--- src/rtl/id_ex_if.sv ---
// Bundle between the ID/EX stage and its neighbours: decoded ID fields, forward
// sources from EX/MEM and MEM/WB, and the operands/controls handed to EX.
interface id_ex_if #(
  parameter int XLEN = 32
);
  logic            id_valid_i;
  logic [XLEN-1:0] id_pc_i;
  logic [XLEN-1:0] id_rd1_i;
  logic [XLEN-1:0] id_rd2_i;
  logic [XLEN-1:0] id_imm_i;
  logic [4:0]      id_rs1_i;
  logic [4:0]      id_rs2_i;
  logic [4:0]      id_rd_i;
  logic            id_use_rs1_i;
  logic            id_use_rs2_i;
  logic [4:0]      id_aluop_i;
  logic            id_alusrc_a_i;
  logic            id_alusrc_b_i;
  logic            id_regwrite_i;
  logic            id_memread_i;
  logic            id_memwrite_i;
  logic [1:0]      id_wdsel_i;
  logic            flush_i;
  logic            exmem_regwrite_i;
  logic [4:0]      exmem_rd_i;
  logic [XLEN-1:0] exmem_result_i;
  logic            memwb_regwrite_i;
  logic [4:0]      memwb_rd_i;
  logic [XLEN-1:0] memwb_result_i;

  logic            stall_o;
  logic [XLEN-1:0] alu_a_o;
  logic [XLEN-1:0] alu_b_o;
  logic [4:0]      alu_op_o;
  logic [XLEN-1:0] store_data_o;
  logic            ex_valid_o;
  logic            ex_regwrite_o;
  logic            ex_memread_o;
  logic            ex_memwrite_o;
  logic [4:0]      ex_rd_o;
  logic [XLEN-1:0] ex_pc_o;
  logic [1:0]      ex_wdsel_o;

  modport master (
    output id_valid_i, id_pc_i, id_rd1_i, id_rd2_i, id_imm_i, id_rs1_i, id_rs2_i, id_rd_i,
           id_use_rs1_i, id_use_rs2_i, id_aluop_i, id_alusrc_a_i, id_alusrc_b_i,
           id_regwrite_i, id_memread_i, id_memwrite_i, id_wdsel_i, flush_i,
           exmem_regwrite_i, exmem_rd_i, exmem_result_i,
           memwb_regwrite_i, memwb_rd_i, memwb_result_i,
    input  stall_o, alu_a_o, alu_b_o, alu_op_o, store_data_o, ex_valid_o, ex_regwrite_o,
           ex_memread_o, ex_memwrite_o, ex_rd_o, ex_pc_o, ex_wdsel_o
  );

  modport slave (
    input  id_valid_i, id_pc_i, id_rd1_i, id_rd2_i, id_imm_i, id_rs1_i, id_rs2_i, id_rd_i,
           id_use_rs1_i, id_use_rs2_i, id_aluop_i, id_alusrc_a_i, id_alusrc_b_i,
           id_regwrite_i, id_memread_i, id_memwrite_i, id_wdsel_i, flush_i,
           exmem_regwrite_i, exmem_rd_i, exmem_result_i,
           memwb_regwrite_i, memwb_rd_i, memwb_result_i,
    output stall_o, alu_a_o, alu_b_o, alu_op_o, store_data_o, ex_valid_o, ex_regwrite_o,
           ex_memread_o, ex_memwrite_o, ex_rd_o, ex_pc_o, ex_wdsel_o
  );
endinterface

--- src/rtl/id_ex_stage.sv ---
// ID/EX pipeline register with load-use bubble insertion, flush handling and
// EX/MEM, MEM/WB operand forwarding into the ALU.
module id_ex_stage #(
  parameter int XLEN = 32
) (
  input  logic clk,
  input  logic rstn,
  id_ex_if.slave bus
);

  localparam logic [4:0] ALU_OP_ADD = 5'd0;

  typedef struct packed {
    logic            valid;
    logic [XLEN-1:0] pc;
    logic [XLEN-1:0] rd1;
    logic [XLEN-1:0] rd2;
    logic [XLEN-1:0] imm;
    logic [4:0]      rs1;
    logic [4:0]      rs2;
    logic [4:0]      rd;
    logic [4:0]      aluop;
    logic            alusrc_a;
    logic            alusrc_b;
    logic            regwrite;
    logic            memread;
    logic            memwrite;
    logic [1:0]      wdsel;
  } stage_t;

  localparam stage_t BUBBLE = stage_t'({1'b0, {(4*XLEN){1'b0}}, 15'd0, ALU_OP_ADD, 7'd0});

  // A writer hits a source register only if it writes, targets a non-zero rd, and matches.
  function automatic logic writes_reg(input logic regwrite, input logic [4:0] rd,
                                      input logic [4:0] src);
    return regwrite && (rd != 5'd0) && (rd == src);
  endfunction

  stage_t          stage_d, stage_q;
  logic            stall;
  logic [XLEN-1:0] fwd_rs1, fwd_rs2;

  always_comb begin
    stall = stage_q.valid && stage_q.memread && (stage_q.rd != 5'd0) && bus.id_valid_i &&
            ((bus.id_use_rs1_i && (stage_q.rd == bus.id_rs1_i)) ||
             (bus.id_use_rs2_i && (stage_q.rd == bus.id_rs2_i))) &&
            !bus.flush_i;
  end

  // NOTE: every always_comb output gets a default first, so no path leaves it unassigned
  // and no latch is inferred.
  always_comb begin
    stage_d = BUBBLE;
    if (!bus.flush_i && !stall) begin
      stage_d.valid    = bus.id_valid_i;
      stage_d.pc       = bus.id_pc_i;
      stage_d.rd1      = writes_reg(bus.memwb_regwrite_i, bus.memwb_rd_i, bus.id_rs1_i)
                         ? bus.memwb_result_i : bus.id_rd1_i;
      stage_d.rd2      = writes_reg(bus.memwb_regwrite_i, bus.memwb_rd_i, bus.id_rs2_i)
                         ? bus.memwb_result_i : bus.id_rd2_i;
      stage_d.imm      = bus.id_imm_i;
      stage_d.rs1      = bus.id_rs1_i;
      stage_d.rs2      = bus.id_rs2_i;
      stage_d.rd       = bus.id_rd_i;
      stage_d.aluop    = bus.id_aluop_i;
      stage_d.alusrc_a = bus.id_alusrc_a_i;
      stage_d.alusrc_b = bus.id_alusrc_b_i;
      stage_d.regwrite = bus.id_regwrite_i;
      stage_d.memread  = bus.id_memread_i;
      stage_d.memwrite = bus.id_memwrite_i;
      stage_d.wdsel    = bus.id_wdsel_i;
    end
  end

  // NOTE: sequential state uses non-blocking assignments so every flop samples
  // pre-edge values regardless of block ordering.
  always_ff @(posedge clk or negedge rstn) begin
    if (!rstn) stage_q <= BUBBLE;
    else       stage_q <= stage_d;
  end

  // EX/MEM is the younger result, so it takes priority over MEM/WB.
  always_comb begin
    if (writes_reg(bus.exmem_regwrite_i, bus.exmem_rd_i, stage_q.rs1))      fwd_rs1 = bus.exmem_result_i;
    else if (writes_reg(bus.memwb_regwrite_i, bus.memwb_rd_i, stage_q.rs1)) fwd_rs1 = bus.memwb_result_i;
    else                                                                     fwd_rs1 = stage_q.rd1;
    if (writes_reg(bus.exmem_regwrite_i, bus.exmem_rd_i, stage_q.rs2))      fwd_rs2 = bus.exmem_result_i;
    else if (writes_reg(bus.memwb_regwrite_i, bus.memwb_rd_i, stage_q.rs2)) fwd_rs2 = bus.memwb_result_i;
    else                                                                     fwd_rs2 = stage_q.rd2;
  end

  always_comb begin
    bus.alu_a_o      = '0;
    bus.alu_b_o      = '0;
    bus.store_data_o = '0;
    bus.alu_op_o     = ALU_OP_ADD;
    if (stage_q.valid) begin
      bus.alu_a_o      = stage_q.alusrc_a ? stage_q.pc  : fwd_rs1;
      bus.alu_b_o      = stage_q.alusrc_b ? stage_q.imm : fwd_rs2;
      bus.store_data_o = fwd_rs2;
      bus.alu_op_o     = stage_q.aluop;
    end
  end

  assign bus.stall_o       = stall;
  assign bus.ex_valid_o    = stage_q.valid;
  assign bus.ex_regwrite_o = stage_q.regwrite;
  assign bus.ex_memread_o  = stage_q.memread;
  assign bus.ex_memwrite_o = stage_q.memwrite;
  assign bus.ex_rd_o       = stage_q.rd;
  assign bus.ex_pc_o       = stage_q.pc;
  assign bus.ex_wdsel_o    = stage_q.wdsel;

endmodule

--- src/flat_wrapper.sv ---
// flat-port wrapper written by rule: the top's interface ports become plain ports
module id_ex_stage_flat 
#(
  parameter int XLEN = 32
)
  (clk, rstn, bus_id_valid_i, bus_id_pc_i, bus_id_rd1_i, bus_id_rd2_i, bus_id_imm_i, bus_id_rs1_i, bus_id_rs2_i, bus_id_rd_i, bus_id_use_rs1_i, bus_id_use_rs2_i, bus_id_aluop_i, bus_id_alusrc_a_i, bus_id_alusrc_b_i, bus_id_regwrite_i, bus_id_memread_i, bus_id_memwrite_i, bus_id_wdsel_i, bus_flush_i, bus_exmem_regwrite_i, bus_exmem_rd_i, bus_exmem_result_i, bus_memwb_regwrite_i, bus_memwb_rd_i, bus_memwb_result_i, bus_stall_o, bus_alu_a_o, bus_alu_b_o, bus_alu_op_o, bus_store_data_o, bus_ex_valid_o, bus_ex_regwrite_o, bus_ex_memread_o, bus_ex_memwrite_o, bus_ex_rd_o, bus_ex_pc_o, bus_ex_wdsel_o);
  id_ex_if #(.XLEN(XLEN)) bus_i ();
  input  logic clk;
  input  logic rstn;
  input wire logic [$bits(bus_i.id_valid_i)-1:0] bus_id_valid_i;
  input wire logic [$bits(bus_i.id_pc_i)-1:0] bus_id_pc_i;
  input wire logic [$bits(bus_i.id_rd1_i)-1:0] bus_id_rd1_i;
  input wire logic [$bits(bus_i.id_rd2_i)-1:0] bus_id_rd2_i;
  input wire logic [$bits(bus_i.id_imm_i)-1:0] bus_id_imm_i;
  input wire logic [$bits(bus_i.id_rs1_i)-1:0] bus_id_rs1_i;
  input wire logic [$bits(bus_i.id_rs2_i)-1:0] bus_id_rs2_i;
  input wire logic [$bits(bus_i.id_rd_i)-1:0] bus_id_rd_i;
  input wire logic [$bits(bus_i.id_use_rs1_i)-1:0] bus_id_use_rs1_i;
  input wire logic [$bits(bus_i.id_use_rs2_i)-1:0] bus_id_use_rs2_i;
  input wire logic [$bits(bus_i.id_aluop_i)-1:0] bus_id_aluop_i;
  input wire logic [$bits(bus_i.id_alusrc_a_i)-1:0] bus_id_alusrc_a_i;
  input wire logic [$bits(bus_i.id_alusrc_b_i)-1:0] bus_id_alusrc_b_i;
  input wire logic [$bits(bus_i.id_regwrite_i)-1:0] bus_id_regwrite_i;
  input wire logic [$bits(bus_i.id_memread_i)-1:0] bus_id_memread_i;
  input wire logic [$bits(bus_i.id_memwrite_i)-1:0] bus_id_memwrite_i;
  input wire logic [$bits(bus_i.id_wdsel_i)-1:0] bus_id_wdsel_i;
  input wire logic [$bits(bus_i.flush_i)-1:0] bus_flush_i;
  input wire logic [$bits(bus_i.exmem_regwrite_i)-1:0] bus_exmem_regwrite_i;
  input wire logic [$bits(bus_i.exmem_rd_i)-1:0] bus_exmem_rd_i;
  input wire logic [$bits(bus_i.exmem_result_i)-1:0] bus_exmem_result_i;
  input wire logic [$bits(bus_i.memwb_regwrite_i)-1:0] bus_memwb_regwrite_i;
  input wire logic [$bits(bus_i.memwb_rd_i)-1:0] bus_memwb_rd_i;
  input wire logic [$bits(bus_i.memwb_result_i)-1:0] bus_memwb_result_i;
  output wire logic [$bits(bus_i.stall_o)-1:0] bus_stall_o;
  output wire logic [$bits(bus_i.alu_a_o)-1:0] bus_alu_a_o;
  output wire logic [$bits(bus_i.alu_b_o)-1:0] bus_alu_b_o;
  output wire logic [$bits(bus_i.alu_op_o)-1:0] bus_alu_op_o;
  output wire logic [$bits(bus_i.store_data_o)-1:0] bus_store_data_o;
  output wire logic [$bits(bus_i.ex_valid_o)-1:0] bus_ex_valid_o;
  output wire logic [$bits(bus_i.ex_regwrite_o)-1:0] bus_ex_regwrite_o;
  output wire logic [$bits(bus_i.ex_memread_o)-1:0] bus_ex_memread_o;
  output wire logic [$bits(bus_i.ex_memwrite_o)-1:0] bus_ex_memwrite_o;
  output wire logic [$bits(bus_i.ex_rd_o)-1:0] bus_ex_rd_o;
  output wire logic [$bits(bus_i.ex_pc_o)-1:0] bus_ex_pc_o;
  output wire logic [$bits(bus_i.ex_wdsel_o)-1:0] bus_ex_wdsel_o;
  assign bus_i.id_valid_i = bus_id_valid_i;
  assign bus_i.id_pc_i = bus_id_pc_i;
  assign bus_i.id_rd1_i = bus_id_rd1_i;
  assign bus_i.id_rd2_i = bus_id_rd2_i;
  assign bus_i.id_imm_i = bus_id_imm_i;
  assign bus_i.id_rs1_i = bus_id_rs1_i;
  assign bus_i.id_rs2_i = bus_id_rs2_i;
  assign bus_i.id_rd_i = bus_id_rd_i;
  assign bus_i.id_use_rs1_i = bus_id_use_rs1_i;
  assign bus_i.id_use_rs2_i = bus_id_use_rs2_i;
  assign bus_i.id_aluop_i = bus_id_aluop_i;
  assign bus_i.id_alusrc_a_i = bus_id_alusrc_a_i;
  assign bus_i.id_alusrc_b_i = bus_id_alusrc_b_i;
  assign bus_i.id_regwrite_i = bus_id_regwrite_i;
  assign bus_i.id_memread_i = bus_id_memread_i;
  assign bus_i.id_memwrite_i = bus_id_memwrite_i;
  assign bus_i.id_wdsel_i = bus_id_wdsel_i;
  assign bus_i.flush_i = bus_flush_i;
  assign bus_i.exmem_regwrite_i = bus_exmem_regwrite_i;
  assign bus_i.exmem_rd_i = bus_exmem_rd_i;
  assign bus_i.exmem_result_i = bus_exmem_result_i;
  assign bus_i.memwb_regwrite_i = bus_memwb_regwrite_i;
  assign bus_i.memwb_rd_i = bus_memwb_rd_i;
  assign bus_i.memwb_result_i = bus_memwb_result_i;
  assign bus_stall_o = bus_i.stall_o;
  assign bus_alu_a_o = bus_i.alu_a_o;
  assign bus_alu_b_o = bus_i.alu_b_o;
  assign bus_alu_op_o = bus_i.alu_op_o;
  assign bus_store_data_o = bus_i.store_data_o;
  assign bus_ex_valid_o = bus_i.ex_valid_o;
  assign bus_ex_regwrite_o = bus_i.ex_regwrite_o;
  assign bus_ex_memread_o = bus_i.ex_memread_o;
  assign bus_ex_memwrite_o = bus_i.ex_memwrite_o;
  assign bus_ex_rd_o = bus_i.ex_rd_o;
  assign bus_ex_pc_o = bus_i.ex_pc_o;
  assign bus_ex_wdsel_o = bus_i.ex_wdsel_o;
  id_ex_stage #(.XLEN(XLEN)) u_core (.clk(clk), .rstn(rstn), .bus(bus_i));
endmodule
--- config.mk ---
export PLATFORM = sky130hd
export DESIGN_NAME = id_ex_stage_flat
export DESIGN_NICKNAME = d
export VERILOG_FILES = /design/src/rtl/id_ex_if.sv /design/src/rtl/id_ex_stage.sv /design/src/flat_wrapper.sv
export SDC_FILE = /design/constraint.sdc
export NUM_CORES = 1
export LEC_CHECK = 0
export ABC_AREA = 1
export BUFFER_PORTS_ARGS = -buffer_cell sky130_fd_sc_hd__buf_4
export CELL_PAD_IN_SITES_DETAIL_PLACEMENT = 0
export CELL_PAD_IN_SITES_GLOBAL_PLACEMENT = 2
export CORE_MARGIN = 4
export CORE_UTILIZATION = 26
export DETAILED_ROUTE_END_ITERATION = 10
export PLACE_DENSITY_LB_ADDON = 0.1
export SYNTH_ARGS = -nofsm -noshare
export SYNTH_HDL_FRONTEND = slang
export SYNTH_SLANG_ARGS = --single-unit
--- constraint.sdc ---
create_clock -name clk -period 2.1 [get_ports clk]
set_input_delay 0.315 -clock clk [delete_from_list [all_inputs] [get_ports clk]]
set_output_delay 0.315 -clock clk [all_outputs]
set_load 0.01 [all_outputs]
==> qor.yml <==
synthesis:
  synth_simple_gate_area_frac: 0.299
  synth_area_leaders: "dfrtp_1 (38%), inv_1 (12%), nand3_1 (11%)"
  async_flop_share: 1.00
  synth.most_common_cell: "inv_1"
  muxShareOfSynthArea: 0
  avgSynthCellArea_um2: 6.68
  synth-seq-cells: 156
  yosysTopAreaCell: "dfrtp_1"
  syn_nets: 1756
  synth_common_cells: "inv_1 (330), nor2_1 (233), nand3_1 (231)"
  synth_xor_area_frac: 0.0242
  yosysTopAreaCellShare: 0.385
  syn_area_um2: 10100
  synth_warnings: 0
  synthCells: 1519
  synth_edf_count: 0
  yosysUniqueCellTypes: 28
  synth_compound_area_frac: 0.0883
  synthFlopType: "dfrtp_1"
  synth_top_family_by_area: "simple AND/OR/NAND/NOR gates"
  yosysSeqAreaShare: 0.385
  synth_fa_ha_area_frac: 0
cells_and_area:
  utilization: 0.421
  multi_input_comb_area_um2: 5410
  diodes: 0
  nets: 2123
  synthToLayoutAreaGrowth_pct: 60.4
  drive_above_1_share: 0.406
  fillers: 4137
  stdcell_area_um2: 16300
  seq_area_um2: 3910
critical_path:
  worstSetupEndpointType: "output port"
  path_max_fanout: 5
  max_stage_delay_ns: 0.41
  crit_top_cell: "buf_6"
  cp.arrival_ns: 2.20
  crit_path_start_kind: "flip-flop"
  cp_num_buf_inv: 6
  crit_family: "buffers and inverters"
  slowest_stage: "dfrtp_1"
  cp.required_ns: 1.78
  worstPathCellList: "buf_6 > xnor2_2 > nand2_2 > nor2_2 > nand3b_1 > buf_6 > buf_12 > buf_8 > nand3_4 > nand3_1 > nand2_1 > inv_1 > buf_4"
  crit_type: "flip-flop to output port"
sta:
  rsz0062_at_grt: "true"
  worstMarginPinSlew_ns: 0.617
  final_hold_viol_count: 0
  skew_ns: 0.0104
  setup_tns_ns: -34.18
  finalCritPeriodShare: 1.20
  slew_viol_final: 0
  setup_ws_ns: -0.419
  setup_viol: 96
  relSlewSlack: 0.589
  timing.fmax_mhz: 397
  period_needed_ns: 2.52
  holdWs_ns: 0.0765
cts:
  root_buffer: "clkbuf_16"
  h-tree-depth: 4
  clockBufferDepth: 2
  cts-buffers-inserted: 17
  cts_tree: "yes"
  clock_sinks: 156
  path_clk_slew_ns: 0.07
  clock_latency_ns: 0.45
route:
  drcViolationCount: 0
  detail_route.wl_per_cell_um: 19.4
  firstDrtPassIters: 5
  ant_nets: 0
  via_per_inst: 4.45
  routed_wl_um: 46900
  drt_iter0_drc: 506
  via_count: 10700
run_status:
  violations: "setup timing"
  status: "finished, violations left"
place:
  place_area_um2: 13700
  dpl.hpwl_um: 34000
  io_buffer_count: 381
  place.gp.congestion: 0.808
power_and_ir_drop:
  p_sw_mw: 2.67
  power_frac_comb: 0.262
  clockPowerShare: 0.369
  switching_share: 0.305
  p_leak_nw: 8.92
  pwr_density_cell_nw_per_um2: 538
  p_int_mw: 6.09
  seqPwrFrac: 0.370
  power_mw: 8.75
  ir_worst_vdd_mv: 0.574
floorplan:
  design.core.area_um2: 38600
  die_area_um2: 42200
  die_y_um: 205
  rows: 72
  die_x_um: 205
  pin_count: 382
  initial_core_util: 0.262
grt:
  grt-ovfl-total: 0
  antenna_found_initial: 2
  grt_pass1_wl_um: 68500
  groute.usage.overall: 0.216
  grt_max_degree: 54
  first_global_vias: 10900
hold_path:
  hp-class: "primary input to flip-flop"
flow_run:
  max_cap_viol_count: 0
## tightest hold or removal path, stage by stage
cell and delay, ns:
buf_4 0.11, inv_1 0.04, nor2_1 0.03
## routing by layer
layer  global-route usage  vias to the layer above  share of wire
met3               0.0618                       32          0.066
met4               0.0423                        4          0.012
met5                    0                        -        0.00049
met1                0.281                     5110           0.44
li1                     -                     5300              -
met2                0.362                      297           0.48
## cell families (layout without fill, tap and decap cells)
family,after synthesis,after routing
flops,156,156
simple gates,702,703
compound gates,170,170
buf+inv,463,841
xor+xnor,28,28
## final timing paths
kind,startpoint,cells after the start,slack (ns),endpoint
worst max-delay path,u_core.stage_q[17]$_DFF_PN0_,13,-0.42,bus_alu_b_o[31]
worst min-delay path,bus_id_pc_i[25],3,0.08,u_core.bus.ex_pc_o[25]$_DFF_PN0_
worst max register to register,u_core.bus.ex_rd_o[2]$_DFF_PN0_,8,0.43,u_core.stage_q[95]$_DFF_PN0_
worst min register to register,u_core.bus.ex_memread_o$_DFF_PN0_,6,0.99,u_core.bus.ex_valid_o$_DFF_PN0_
max in group asynchronous,rstn,3,1.06,u_core.stage_q[28]$_DFF_PN0_
min in group asynchronous,rstn,2,0.39,u_core.stage_q[46]$_DFF_PN0_
## power groups by stage
stage,logic (mW),registers [mW],clock network [mW]
floorplan,0.921,3.27,0
global placement,1.95,3.29,0
detailed placement,1.95,3.29,0
CTS,2.20,3.24,3.31
global route,2.51,3.25,3.41
finish,2.29,3.23,3.23
## per-stage QoR
step	instances	worst slack [ns]
floorplan	1519	0.320
global placement	2349	-0.0750
detailed placement	2349	-0.116
CTS	2412	-0.432
global route	2416	-0.560
finish	2416	-0.419
## registers in the layout (all words and copies together) (netlist names)
signal                    flops
u_core.bus.ex_rd_o            5
u_core.bus.ex_valid_o         1
u_core.bus.ex_memwrite_o      1
u_core.bus.ex_wdsel_o         2
u_core.bus.ex_regwrite_o      1
u_core.stage_q              113
u_core.bus.ex_pc_o           32
u_core.bus.ex_memread_o       1
## final cells by class
| cell class | count | area share |
|---|---|---|
| Inverter | 334 | 0.0771 |
| Sequential cell | 156 | 0.240 |
| Timing Repair Buffer | 476 | 0.274 |
| Tap cell | 518 | 0.0398 |
| Clock buffer | 25 | 0.0311 |
| Clock inverter | 6 | 0.00515 |
| Multi-Input combinational cell | 901 | 0.333 |
## cells in the final DEF, fill, tap and decap left out, types with 11 or more instances in the layout
master	n
nand3_1	112
buf_12	42
a21oi_2	55
buf_4	396
nand3_4	22
nand2_1	184
clkbuf_16	20
o21ai_0	34
dfrtp_1	155
nand2_2	30
o21ai_2	11
buf_6	19
nor2_1	230
inv_2	19
o21ai_1	55
nand3_2	98
xor2_1	15
inv_1	315
## repair_timing
item                                    in CTS  in global routing
buffers inserted                            21                  4
gates cloned                                11                  3
gates resized for setup                    172                152
hold buffers                                 1                  0
endpoints found under the hold margin       45                  0
endpoints found under the setup margin      97                 97
pin swaps                                   39                 57
(Power assumes the default switching activity.)
